**config.mk**
```make
export PLATFORM = sky130hd
export DESIGN_NAME = rgb_led_tx
export DESIGN_NICKNAME = d
export VERILOG_FILES = /design/src/rtl/rgb_led_pkg.sv /design/src/rtl/led_bit_timer.sv /design/src/rtl/rgb_led_tx.sv
export SDC_FILE = /design/constraint.sdc
export NUM_CORES = 1
export LEC_CHECK = 0
export ABC_AREA = 0
export CAP_MARGIN = 10
export CELL_PAD_IN_SITES_DETAIL_PLACEMENT = 1
export CELL_PAD_IN_SITES_GLOBAL_PLACEMENT = 1
export CORE_MARGIN = 2
export CORE_UTILIZATION = 40
export CTS_CLUSTER_SIZE = 14
export DETAILED_ROUTE_END_ITERATION = 8
export PLACE_DENSITY = 0.74
export SLEW_MARGIN = 15
export SYNTH_ARGS = -nofsm -noshare
export SYNTH_HDL_FRONTEND = slang
export SYNTH_HIERARCHICAL = 1
export SYNTH_SLANG_ARGS = --single-unit
```
**constraint.sdc**
```tcl
create_clock -name clk -period 3.5 [get_ports clk]
set_input_delay 1.05 -clock clk [delete_from_list [all_inputs] [get_ports clk]]
set_output_delay 1.05 -clock clk [all_outputs]
set_load 0.005 [all_outputs]
```
**src/rtl/rgb_led_pkg.sv**
```systemverilog
// Shared types and frame constants for the single-wire RGB LED transmitter.
package rgb_led_pkg;

  localparam int COLOUR_W       = 24;
  localparam int BITS_PER_FRAME = 24;

  typedef enum logic [1:0] {
    IDLE,
    SEND,
    LATCH
  } tx_state_t;

  typedef logic [COLOUR_W-1:0] colour_t;

endpackage

```
**src/rtl/led_bit_timer.sv**
```systemverilog
// Per-bit period timer: counts one bit period and drives the registered
// pulse-width-coded LED data level.
module led_bit_timer #(
  parameter int BIT_CYCLES = 125,
  parameter int T0H        = 40,
  parameter int T1H        = 80
) (
  input  logic clk,
  input  logic rst,
  input  logic start,
  input  logic bit_val,
  output logic dout,
  output logic bit_done
);

  localparam int CW = $clog2(BIT_CYCLES);
  localparam logic [CW-1:0] LAST_CNT = CW'(BIT_CYCLES - 1);
  localparam logic [CW-1:0] T0_CNT   = CW'(T0H);
  localparam logic [CW-1:0] T1_CNT   = CW'(T1H);

  logic [CW-1:0] cnt, cnt_nxt;
  logic          active, active_nxt;
  logic          high_nxt;

  assign bit_done = active && (cnt == LAST_CNT);

  // bit_val describes the bit that will be on the line in the next cycle,
  // so the registered level lines up with the counter value it encodes.
  always_comb begin
    // NOTE: every combinational output gets a default first so no latch is inferred.
    cnt_nxt    = cnt;
    active_nxt = active;
    if (start) begin
      cnt_nxt    = '0;
      active_nxt = 1'b1;
    end else if (active) begin
      if (cnt == LAST_CNT) begin
        cnt_nxt    = '0;
        active_nxt = 1'b0;
      end else begin
        cnt_nxt = cnt + CW'(1);
      end
    end
    high_nxt = active_nxt && (cnt_nxt < (bit_val ? T1_CNT : T0_CNT));
  end

  // NOTE: sequential state is updated with non-blocking assignments only.
  always_ff @(posedge clk or posedge rst) begin
    if (rst) begin
      cnt    <= '0;
      active <= 1'b0;
      dout   <= 1'b0;
    end else begin
      cnt    <= cnt_nxt;
      active <= active_nxt;
      dout   <= high_nxt;
    end
  end

endmodule

```
**src/rtl/rgb_led_tx.sv**
```systemverilog
// Serial transmitter for addressable RGB LEDs: 24 coded bits then a latch gap.
// Define RGB_LED_TX_GRB_EN to send the colour word in G, R, B byte order.
module rgb_led_tx
  import rgb_led_pkg::*;
#(
  parameter int BIT_CYCLES   = 125,
  parameter int T0H          = 40,
  parameter int T1H          = 80,
  parameter int LATCH_CYCLES = 5000
) (
  input  logic                clk,
  input  logic                rst,
  input  logic [COLOUR_W-1:0] colour,
  input  logic                valid,
  output logic                ready,
  output logic                dout,
  output logic                busy
);

  if (!(T0H > 0 && T0H < T1H && T1H < BIT_CYCLES && LATCH_CYCLES >= 1)) begin : g_bad_params
    $error("rgb_led_tx: illegal timing parameters");
  end

  localparam int IW = $clog2(BITS_PER_FRAME);
  localparam int LW = (LATCH_CYCLES > 1) ? $clog2(LATCH_CYCLES) : 1;
  localparam logic [IW-1:0] LAST_BIT   = IW'(BITS_PER_FRAME - 1);
  localparam logic [LW-1:0] LAST_LATCH = LW'(LATCH_CYCLES - 1);

  tx_state_t     state, state_nxt;
  colour_t       sreg, load_word;
  logic [IW-1:0] bit_idx;
  logic [LW-1:0] lcnt, lcnt_nxt;
  logic          ready_nxt;
  logic          accept, start_bit, bit_val, bit_done;

`ifdef RGB_LED_TX_GRB_EN
  assign load_word = {colour[15:8], colour[23:16], colour[7:0]};
`else
  assign load_word = colour;
`endif

  assign accept    = valid && ready;
  assign start_bit = accept || (state == SEND && bit_done && bit_idx != LAST_BIT);
  assign bit_val   = accept   ? load_word[COLOUR_W-1] :
                     bit_done ? sreg[COLOUR_W-2] : sreg[COLOUR_W-1];

  led_bit_timer #(
    .BIT_CYCLES (BIT_CYCLES),
    .T0H        (T0H),
    .T1H        (T1H)
  ) u_timer (
    .clk      (clk),
    .rst      (rst),
    .start    (start_bit),
    .bit_val  (bit_val),
    .dout     (dout),
    .bit_done (bit_done)
  );

  // ready is raised for the final latch cycle so a back-to-back frame starts
  // exactly LATCH_CYCLES low cycles after the previous frame's last bit.
  always_comb begin
    state_nxt = state;
    lcnt_nxt  = lcnt;
    unique case (state)
      IDLE: begin
        if (accept) state_nxt = SEND;
      end
      SEND: begin
        lcnt_nxt = '0;
        if (bit_done && bit_idx == LAST_BIT) state_nxt = LATCH;
      end
      LATCH: begin
        if (lcnt == LAST_LATCH) begin
          lcnt_nxt  = '0;
          state_nxt = accept ? SEND : IDLE;
        end else begin
          lcnt_nxt = lcnt + LW'(1);
        end
      end
      default: state_nxt = IDLE;
    endcase
    ready_nxt = (state_nxt == IDLE) || (state_nxt == LATCH && lcnt_nxt == LAST_LATCH);
  end

  always_ff @(posedge clk or posedge rst) begin
    if (rst) begin
      state <= IDLE;
      lcnt  <= '0;
      ready <= 1'b1;
      busy  <= 1'b0;
    end else begin
      state <= state_nxt;
      lcnt  <= lcnt_nxt;
      ready <= ready_nxt;
      busy  <= !ready_nxt;
    end
  end

  always_ff @(posedge clk or posedge rst) begin
    if (rst) begin
      sreg    <= '0;
      bit_idx <= '0;
    end else if (accept) begin
      sreg    <= load_word;
      bit_idx <= '0;
    end else if (state == SEND && bit_done) begin
      sreg    <= sreg << 1;
      bit_idx <= (bit_idx == LAST_BIT) ? '0 : bit_idx + IW'(1);
    end
  end

endmodule

```
; ---- Yosys cells after proc, flatten, opt, wreduce, memory -nomap -nowiden
; Cells that the tools add are included.
[classes]
addsub = 3
magnitude_cmp = 1
eq_ne = 8
n_mux = 21
reduce_logical = 13
[ops]
columns = operator, n
row1 = two-way mux 24 bit, 2
row2 = two-way mux 7 bit, 4
row3 = "equality test 13 bit, second input constant", 2
row4 = one-hot mux 13 bit (2 select lines), 1
row5 = two-way mux 5 bit, 3
row6 = "adder 13 x 1 -> 13 bit, second input constant", 1
row7 = two-way mux 13 bit, 1
row8 = "adder 7 x 1 -> 7 bit, second input constant", 1
row9 = "equality test 7 bit, second input constant", 1
row10 = logical AND 1 bit, 7
row11 = less-than comparator 7 bit, 1
row12 = two-way mux 1 bit, 6
row13 = two-way mux 2 bit, 3
row14 = one-hot mux 2 bit (3 select lines), 1
row15 = "adder 5 x 1 -> 5 bit, second input constant", 1
row16 = "equality test 5 bit, second input constant", 1
row17 = "!= test 5 bit, second input constant", 1
row18 = "equality test 2 bit, second input constant", 2
row19 = logical NOT 2 bit, 2
row20 = "equality test 2 x 1 -> 1 bit, second input constant", 1
row21 = logical OR 1 bit, 2
row22 = nonzero test 2 bit, 1
row23 = logical NOT 1 bit, 1
[word_totals]
reg_bits = 55
inputBits = 27
out_inout_bits = 3

; ---- Longest topological paths before layout
[depth]
depth_word = 9
mapped_depth = 15

; ---- Modules after synthesis
; The synthesis kept the hierarchy.
[by_module_without_submodules]
columns = module, n_inst, cells_each, area_per_inst_um2
row1 = rgb_led_tx, 1, 272, 2396.0
row2 = led_bit_timer, 1, 57, 541.8

; ---- Worst setup path before layout
; No wires, ideal clock.
[synth_timing]
path_type = in2reg
start = input valid
end = register u_timer.dout
t_arrival_ns = 3.181
required_time_ns = 3.426
setup_slack_ns = 0.245
path_stages = 11
path_buffers = 2
cell_sequence = nand2_1 > buf_1 > clkbuf_1 > o21ai_0 > a41o_2 > nor2_1 > ha_1 > a21o_1 > a211oi_2 > o21ai_0 > o21ai_2
[synth_via]
elab_chain_cells = 5
elab_cells_between_ends = 8
cone_classes = 1 x order compare / 4 x mux / 3 x reduce/logical
[synth_lines]
columns = item, line_no
row1 = "start, declared", rgb_led_tx.sv:14  ; input logic valid,
row2 = logical AND 1 bit, rgb_led_tx.sv:42  ; assign accept = valid && ready;
row3 = logical OR 1 bit, rgb_led_tx.sv:43  ; assign start_bit = accept || (state == SEND && bit_done && bit_idx != LAST_BIT);
row4 = net start_bit, rgb_led_tx.sv:34  ; logic accept, start_bit, bit_val, bit_done;
row5 = two-way mux 7 bit, led_bit_timer.sv:33  ; if (start) begin
row6 = net u_timer.cnt_nxt[6], led_bit_timer.sv:21  ; logic [CW-1:0] cnt, cnt_nxt;
row7 = less-than comparator 7 bit, led_bit_timer.sv:44  ; high_nxt = active_nxt && (cnt_nxt < (bit_val ? T1_CNT : T0_CNT));
row8 = logical AND 1 bit, led_bit_timer.sv:44
row9 = net u_timer.high_nxt, led_bit_timer.sv:23  ; logic high_nxt;
row10 = "end signal, assigned", led_bit_timer.sv:56  ; dout <= high_nxt;
row11 = "end, declared", led_bit_timer.sv:12  ; output logic dout,
; The timed path passes the listed nets, and every way through them passes these cells.
; A chain may end at the register's enable or synchronous reset.

; ---- Worst setup path after layout
; Ends and elaborated chain as after synthesis.

==> results.sh <==
export IMPL_status="complete, no violations"
export IMPL_p_leak_nw=1.49
export IMPL_grt_overflow_total=0
export IMPL_cpMaxStageDelayCell="clkdlybuf4s50_1"
export IMPL_row_count=31
export IMPL_ant_nets=0
export IMPL_synth_edf_count=0
export IMPL_clock_sinks=55
export IMPL_finalWirelength_mm=6.97
export IMPL_cts_root_buf="clkbuf_8"
export IMPL_seq_area_frac_synth_pct=46.9
export IMPL_tightest_slew_ns=0.669
export IMPL_port_buffers=29
export IMPL_cp_end_kind="flop"
export IMPL_clockBufferDepth=2
export IMPL_vias=2428
export IMPL_grt_pass1_vias=2597
export IMPL_worstHoldPathType="flop to flop"
export IMPL_startpoint_type="input pin"
export IMPL_n_antenna_cell=0
export IMPL_viasPerCell=5.35
export IMPL_synthDistinctLibCells=51
export IMPL_vdd_drop_max_mv=0.314
export IMPL_worstPathCellList="clkdlybuf4s50_1, nand2_1, o21ai_0, a41o_2, nor2_1, ha_1, a21o_1, a211oi_2, o21ai_0, o21ai_2"
export IMPL_die_width_um=89.7
export IMPL_cap_violations=0
export IMPL_cts_tree="done"
export IMPL_grt_pass1_wl_mm=12.5
export IMPL_cp_required_ns=3.75
export IMPL_setup_tns_final_ns=0
export IMPL_io_pins=30
export IMPL_skew_ns=0.00762
export IMPL_cts_hold_buffers=0
export IMPL_grt_usage_pct=18.7
export IMPL_dp_hpwl_mm=4.97
export IMPL_synthCells=329
export IMPL_core_mm2=0.00718
export IMPL_layout_nets=392
export IMPL_syn_area_mm2=0.00294
export IMPL_drcViolationCount=0
export IMPL_htree_num_levels=2
export IMPL_synth_main_ff_cell="dfrtp_1"
export IMPL_finalSetupViolCount=0
export IMPL_max_freq_ghz=0.342
export IMPL_postCtsSetupBuffers=0
export IMPL_drt_pass1_iter_count=4
export IMPL_initial_core_util_pct=40.9
export IMPL_clk_insertion_delay_late_ns=0.32
export IMPL_die_h_um=89.7
export IMPL_critPathMaxFanout=6
export IMPL_cts_resized=0
export IMPL_clk_pin_slew_ns=0.10
export IMPL_synth_ff_latch_count=55
export IMPL_post_route_period_util_pct=83.6
export IMPL_cp_arrival_ns=3.18
export IMPL_finalHoldViolations=0
export IMPL_avgRoutedWirePerCell_um=15.4
export IMPL_die_area_mm2=0.00805
export IMPL_maxSlewViolCount=0
export IMPL_drtIter0Drc=136
export IMPL_antenna_found_initial=0
export IMPL_grt_setup_unrepaired="no"
export IMPL_dp_cells=446
export IMPL_synthArstFlopShare_pct=100
export IMPL_synth_avg_cell_area_um2=8.93
export IMPL_syn_num_nets=367
export IMPL_max_slew_margin_rel_pct=54.8
export IMPL_power_density_mw_per_mm2=571
export IMPL_yosysWarnings=6
export IMPL_drive_above_1_share_pct=8.45
export IMPL_cp_common_cell="o21ai_0"
export IMPL_post_layout_nonfiller_instances=454
export IMPL_gp_congestion=0.772
export IMPL_finalCriticalPeriod_ns=2.93
export IMPL_critPathMaxStageDelay_ns=0.44
export IMPL_syn_to_final_growth_pct=17.7
export IMPL_grt_max_degree=38
export IMPL_cts_buffers=5
export IMPL_critPathKind="input pin to flop"
[worst max-delay path: cells and delay by family]
family | cells | cell delay [ns]
compound gates | 6 | 1.07
fa+ha+maj | 1 | 0.26
simple gates | 2 | 0.35
buf+inv | 1 | 0.44
[layer usage]
layer	global-route usage (%)	share of wire (%)
met2	30.8	50
met5	0	0
met4	5.64	1.2
met1	25.6	47
met3	3.02	1.8
[placed cells by master, fill, tap and decap left out, types with 8 or more instances in the layout]
master | synthesis | routed
nand2_1 | 66 | 66
dfrtp_1 | 54 | 54
nor2_1 | 45 | 45
clkdlybuf4s50_1 | 0 | 29
a31oi_1 | 23 | 23
a21oi_1 | 14 | 14
inv_1 | 14 | 13
nand3_1 | 11 | 11
ha_1 | 11 | 11
nand4_1 | 8 | 8
xor2_1 | 8 | 8
[path summary, 6_finish.rpt]
kind,slack (ns),cells past startpoint,startpoint,end
min in group asynchronous,1.05,2,rst,u_timer/cnt[4]
max in group asynchronous,1.75,3,rst,sreg[19]
worst min register to register,0.54,2,sreg[0],sreg[0]
worst min-delay path,0.54,2,sreg[0],sreg[0]
worst max-delay path,0.57,10,valid,u_timer/dout
worst max register to register,0.72,13,u_timer/cnt[0],u_timer/dout
[synth_stat cells (2+ instances only)]
library cell,count,area (µm²)
nand2_1,66,248
dfrtp_1,54,1350
nor2_1,45,169
a31oi_1,23,144
a21oi_1,14,70.1
inv_1,14,52.6
ha_1,11,138
nand3_1,11,55.1
clkbuf_1,9,33.8
nand4_1,8,50.1
xor2_1,8,70.1
o21ai_0,5,25.0
xnor2_1,5,43.8
buf_1,4,15.0
buf_2,4,20.0
a21o_1,3,22.5
and2_1,3,18.8
a211o_1,2,17.5
nand2b_1,2,12.5
nand4b_1,2,17.5
nor3_1,2,10.0
nor3b_1,2,15.0
nor4_1,2,12.5
o22ai_1,2,12.5
o31ai_1,2,15.0
[cell families (layout without fill, tap and decap cells)]
family | Yosys count | count (layout) | synth area share [%]
multiplexers | 2 | 2 | 0.724
AO/OA/AOI/OAI | 62 | 62 | 15.1
AND/OR/NAND/NOR | 154 | 154 | 24.2
XOR/XNOR | 13 | 13 | 3.88
flip-flops | 55 | 55 | 46.9
buffers and inverters | 32 | 58 | 4.51
adder cells (fa/ha/maj) | 11 | 11 | 4.68
[final cells by class]
| type | count | area, µm² |
|---|---|---|
| Clock buffer | 6 | 72.6 |
| Clock inverter | 2 | 60.1 |
| Fill cell | 864 | 3720 |
| Inverter | 14 | 52.6 |
| Multi-Input combinational cell | 242 | 1430 |
| Sequential cell | 55 | 1380 |
| Tap cell | 99 | 124 |
| Timing Repair Buffer | 36 | 343 |
[report_power, final]
part           internal (mW)  switching (mW)
logic                  0.236           0.309
registers              0.812           0.114
clock network          0.286           0.215
total                   1.33           0.639
[flip-flops by register name, summed over array words and instances, names as in the netlist]
name and count:
lcnt 13, bit_idx 5, busy 1, ready 1, state 2, u_timer/dout 1
u_timer/active 1, u_timer/cnt 7, sreg 24
[metrics by stage]
stage	area [µm²]	setup WS [ns]	total power, mW	hold WS, ns	utilization, %
final	3460	0.575	1.97	0.540	48.2
after global routing	3460	0.336	2.13	0.569	48.2
after CTS	3460	0.578	2.00	0.548	48.2
after detailed placement	3320	0.261	1.49	0.515	46.3
after global placement	3320	0.393	1.46	0.489	46.3
after floorplan	2940	0.245	1.29	0.466	-
Power figures use the tool's default switching activity.
